--- config.mk ---
export PLATFORM = sky130hd
export DESIGN_NAME = uart_tx_8n1
export DESIGN_NICKNAME = d
export VERILOG_FILES = /design/src/rtl/uart_tx_8n1.sv
export SDC_FILE = /design/constraint.sdc
export NUM_CORES = 1
export LEC_CHECK = 0
export ABC_AREA = 1
export CORE_ASPECT_RATIO = 1.5
export CORE_MARGIN = 2
export CORE_UTILIZATION = 48
export DETAILED_ROUTE_END_ITERATION = 10
export GPL_TIMING_DRIVEN = 0
export PLACE_DENSITY = 0.85
export RECOVER_POWER = 100
export SETUP_SLACK_MARGIN = 0.4
export SLEW_MARGIN = 20
export SYNTH_ARGS = -nofsm -noshare
export SYNTH_HDL_FRONTEND = slang
export SYNTH_SLANG_ARGS = --single-unit
--- constraint.sdc ---
create_clock -name clk -period 1.4 [get_ports clk]
set_clock_uncertainty 0.05 [all_clocks]
set_input_delay 0.28 -clock clk [delete_from_list [all_inputs] [get_ports clk]]
set_output_delay 0.28 -clock clk [all_outputs]
set_load 0.02 [all_outputs]
--- src/rtl/uart_tx_8n1.sv ---
// rtl/uart_tx_8n1.sv - 8N1 UART transmitter with valid/ready byte input and global enable
module uart_tx_8n1 #(
  parameter int CLKS_PER_BIT = 16
) (
  input  logic       clk,
  input  logic       rst,
  input  logic       ena,
  input  logic [7:0] tx_data,
  input  logic       tx_valid,
  output logic       tx_ready,
  output logic       tx,
  output logic       busy,
  output logic       done
);

  localparam int CW = $clog2(CLKS_PER_BIT);
  localparam logic [CW-1:0] LAST = CW'(CLKS_PER_BIT - 1);

  typedef enum logic [1:0] {IDLE, START, DATA, STOP} state_t;

  state_t        state, state_n;
  logic [CW-1:0] cnt, cnt_n;
  logic [2:0]    idx, idx_n;
  logic [7:0]    shift, shift_n;
  logic          tx_n;
  logic          bit_end;

  assign bit_end = (cnt == LAST);

  always_ff @(posedge clk or posedge rst) begin
    if (rst) begin
      state <= IDLE;
      cnt   <= '0;
      idx   <= '0;
      shift <= '0;
      tx    <= 1'b1;
    end else begin
      state <= state_n;
      cnt   <= cnt_n;
      idx   <= idx_n;
      shift <= shift_n;
      tx    <= tx_n;
    end
  end

  // All next-state terms default to hold, so ena low freezes the frame in place.
  always_comb begin
    state_n  = state;
    cnt_n    = cnt;
    idx_n    = idx;
    shift_n  = shift;
    tx_n     = tx;
    tx_ready = (state == IDLE) && ena && !rst;
    busy     = (state != IDLE);
    done     = ena && (state == STOP) && bit_end;
    if (ena) begin
      case (state)
        IDLE: begin
          if (tx_valid) begin
            state_n = START;
            shift_n = tx_data;
            cnt_n   = '0;
            idx_n   = '0;
            tx_n    = 1'b0;
          end
        end
        START: begin
          if (bit_end) begin
            state_n = DATA;
            cnt_n   = '0;
            idx_n   = '0;
            tx_n    = shift[0];
          end else begin
            cnt_n = cnt + 1'b1;
          end
        end
        DATA: begin
          if (bit_end) begin
            cnt_n   = '0;
            shift_n = shift >> 1;
            if (idx == 3'd7) begin
              state_n = STOP;
              tx_n    = 1'b1;
            end else begin
              idx_n = idx + 3'd1;
              tx_n  = shift[1];
            end
          end else begin
            cnt_n = cnt + 1'b1;
          end
        end
        STOP: begin
          if (bit_end) begin
            state_n = IDLE;
            cnt_n   = '0;
          end else begin
            cnt_n = cnt + 1'b1;
          end
        end
        default: state_n = IDLE;
      endcase
    end
  end

endmodule

Word-level counts from Yosys, hierarchy flattened --
Index checks and enable logic that the tools add are counted.
Storage, ports and cells: register bits after elaboration 18, output and inout bits 4, logic and storage cells 55
Operators by class: add/sub/neg operators 2, reduce and logical (&&, ||, !) cells 15, eq/ne operators 11, multiplexer cells 22
Operators by type and width (number):
- 8-bit two-way mux | 2
- 8-bit one-hot mux with 2 select lines | 1
- 3-bit two-way mux | 4
- 2-bit != test, second input constant | 6
- 6-bit AND reduction | 2
- 2-bit two-way mux | 5
- 3-bit one-hot mux with 3 select lines | 1
- 4-bit two-way mux | 2
- 2-bit one-hot mux with 4 select lines | 1
- 4-bit one-hot mux with 2 select lines | 1
- 5-bit AND reduction | 1
- 4-bit by 1-bit adder with 4-bit output, second input constant | 1
- 2-bit equality test, second input constant | 2
- 4-bit equality test, second input constant | 1
- 1-bit logical AND | 4
- 1-bit two-way mux | 4
- 4-bit AND reduction | 1
- 2-bit nonzero test | 2
- 3-bit by 1-bit adder with 3-bit output, second input constant | 1
- 3-bit equality test, second input constant | 1
- 1-bit one-hot mux with 3 select lines | 1
- 3-bit nonzero test | 1
- 3-bit OR reduction | 1
- 2-bit by 1-bit equality test with 1-bit output, second input constant | 1
- 3 further kinds | 3

Depth between registers and ports, before layout --
word-level depth 4, mapped depth 9

Worst setup path after synthesis --
OpenSTA, ideal clock, no wires.
kind reg2reg, start point reg state[0], end point reg shift[5], setup time 123 ps, slack -76 ps, arrival 1303 ps, stages on the path, launching flop included 7, cells stage by stage dfrtp_1 -> inv_1 -> ha_1 -> buf_2 -> or2_2 -> o21ai_0 -> o21ai_2
Between the ends: cells in the longest elaborated chain, start to end 3, elaborated cells between the ends (all ways) 7
Ends and longest elaborated chain:
- start: declaration | RTL line 21 | state_t state, state_n;
- start signal: assignment | RTL line 38 | state <= state_n;
- 2-bit equality test / 2-bit zero test (equally long branches) | RTL line 57 | case (state)
- 2-bit != test (no source line) / 2-bit nonzero test (equally long branches)
- 4-bit AND reduction (no source line)
- end signal: assignment | RTL line 41 | shift <= shift_n;
- end: declaration | RTL line 24 | logic [7:0] shift, shift_n;
Parallel ways exist; a longest one is shown, timed or not. A chain may end at the register's enable or synchronous reset.

Worst setup path in the final report --
start point reg state[1], end point reg shift[1]
Same word-level chain as after synthesis.

==> flow_summary.ini <==
[worst_setup_path]
cp_max_fo = 5
worstSetupStartpointType = flip-flop
rr_startpoint = state[1]
end_kind = flip-flop
criticalPathCategory = reg -> reg
required_ns = 1.55
critPathArrivalTime_ns = 1.75
worstSetupStartpoint = state[1]

[grt]
grtUsageMet2 = 0.4123
grt_util_met1 = 0.2551
antenna_found_initial = 0
grt_start_max_net_pins = 19
grt_pass1_wl_um = 4726
use_met3 = 0.02890
grt_remaining_overflow = 0
grtUsageTotal = 0.2263
first_global_vias = 1042
top_usage_layer = met2

[place]
gp_congestion = 0.7678
portBuffers = 15
dp_cells = 167
placed_cell_area_um2 = 1361
hpwl_um = 1618

[floorplanning]
die_w_um = 43.24
start_util = 0.5023
die_area_um2 = 2718
io_pins = 16
core_area_um2 = 2207
die_h_um = 62.86
row_count = 21

[clock_tree]
hold_buffers = 0
h-tree-depth = 1
clk_pin_slew_ns = 0.11
cts_tree = yes
clkLatencyLatePin_ns = 0.30
cts.sinks = 18
cts-root-buf = clkbuf_4
clock_path_buffers = 2
cts_inserted_buffers = 3

[cells_and_area]
n_antenna_cell = 0
nets = 190
layout_common_cells = nand2_1 (20), dfrtp_1 (15), buf_6 (13), o21ai_2 (12)
stdcell_area_um2 = 1758
layout_commonest_cell = nand2_1
drive_gt1_frac = 0.5536
num-fill-cells = 145
area_growth_pct = 58.58
final_cell_count_no_fill = 191
final_util = 0.7965

[run_status]
status = finished, violations left
failed_checks = negative setup slack

[power]
ir_drop_mv = 1.474
p_per_area_nw_per_um2 = 2079
leakage_uw = 0.0007851
total_power_uw = 3655

[sta]
slew_headroom = 0.5164
setup_viol = 19
fin_crit_sh = 1.141
drv_slew = 0
whs_ns = 0.4381
post-route-min-period_ns = 1.598
hold_viol = 0
worst_slew_pin_slew_ns = 0.7246
fmax_mhz = 625.8
grt_setup_unrepaired = yes
fin_ws_ns = -0.1980

[synth]
seq_area_frac_synth = 0.4074
syn_avg_cell_area_um2 = 8.594
synth-edff-count = 0
ys_ff_latch = 18
synth.distinct_cells = 25
syn_area_um2 = 1109
synth_warnings = 0
synth-async-reset-ratio = 1.000
synth_nets = 150
ys.flop_type = dfrtp_1
syn_inst = 129

[detailed_routing]
drtIter0Drc = 25
wire_per_inst_um = 16.21
drcViolationCount = 0
routed_wl_um = 3096
vias = 1048
viasPerCell = 5.487
dr.pass1.iters = 4
antenna_left = 0

[worst_hold_path]
hold_class = in -> async

[flow_run]
maxCapViolCount = 0
## sequential cells by signal, summed over array words and instances, names as in the netlist
name	count
idx	3
state	2
cnt	4
shift	8
tx	1
## worst paths after layout
kind                            end  slack (ns)  cells past startpoint
max reg2reg                shift[1]       -0.20                     10
max                        shift[1]       -0.20                     10
min reg2reg                shift[4]        0.46                      2
min in group clk           shift[4]        0.46                      2
max in group asynchronous  state[0]        0.36                      2
min                          cnt[3]        0.44                      2
## critical path: stages (launching register included)
cell	delay, ns
dfrtp_2	0.42
inv_2	0.07
ha_4	0.17
buf_4	0.14
nand2_4	0.06
nand2_4	0.08
inv_4	0.10
nand3_4	0.13
buf_6	0.17
nand2_2	0.06
o21ai_2	0.05
## layer usage
layer  wire length (µm)  share of wire
met1               1243           0.40
met4                 78          0.025
met5                  0              0
met2               1704           0.55
met3                 69          0.022
## Yosys cell counts (3+ instances only)
master / instances / area share
nand2_1: 34 / 0.12
dfrtp_1: 17 / 0.38
ha_1: 9 / 0.10
nor2_1: 9 / 0.030
inv_1: 8 / 0.027
o21ai_2: 8 / 0.063
o21ai_0: 7 / 0.032
or2_0: 5 / 0.028
a21oi_1: 4 / 0.018
nand2_2: 4 / 0.023
o21ai_1: 4 / 0.018
nand3_1: 3 / 0.014
## cell type report
| cell class | instances | area (µm²) | share of cell area |
|---|---|---|---|
| Timing Repair Buffer | 35 | 355.3 | 0.2021 |
| Multi-Input combinational cell | 98 | 794.5 | 0.4520 |
| Tap cell | 23 | 28.78 | 0.01637 |
| Inverter | 10 | 47.55 | 0.02705 |
| Clock buffer | 4 | 36.28 | 0.02064 |
| Sequential cell | 18 | 454.2 | 0.2584 |
| Buffer | 3 | 41.29 | 0.02349 |
## repair_timing
item / in CTS / in global routing
pin swaps: 15 / 9
buffers inserted: 14 / 4
endpoints found under the setup margin: 39 / 40
gates resized for setup: 66 / 20
cloned: 2 / 0
## power breakdown
part | leakage (µW) | internal [µW] | total [µW] | switching [µW]
sequential | 0.000226 | 750 | 980 | 230
clock | 0.0000210 | 159 | 333 | 174
combinational | 0.000538 | 1130 | 2340 | 1210
total | 0.000785 | 2040 | 3650 | 1620
## stage by stage
step                      setup slack, ns   TNS (ns)
after floorplan                 -0.003467  -0.003467
after global placement            -0.5460     -3.122
after detailed placement          -0.5672     -3.503
after CTS                         -0.1659     -1.738
after global routing              -0.2422     -3.647
final                             -0.1980     -2.726
## logic make-up after synthesis
kind of cell,after synthesis,synth area share
DFF,18,0.4075
xor gates and xnor gates,1,0.007902
AOI/OAI and AO/OA,25,0.1445
buffers and inverters,13,0.05531
adders and majority gates,9,0.1016
and+or+nand+nor,63,0.2833
Power figures use the tool's default switching activity.
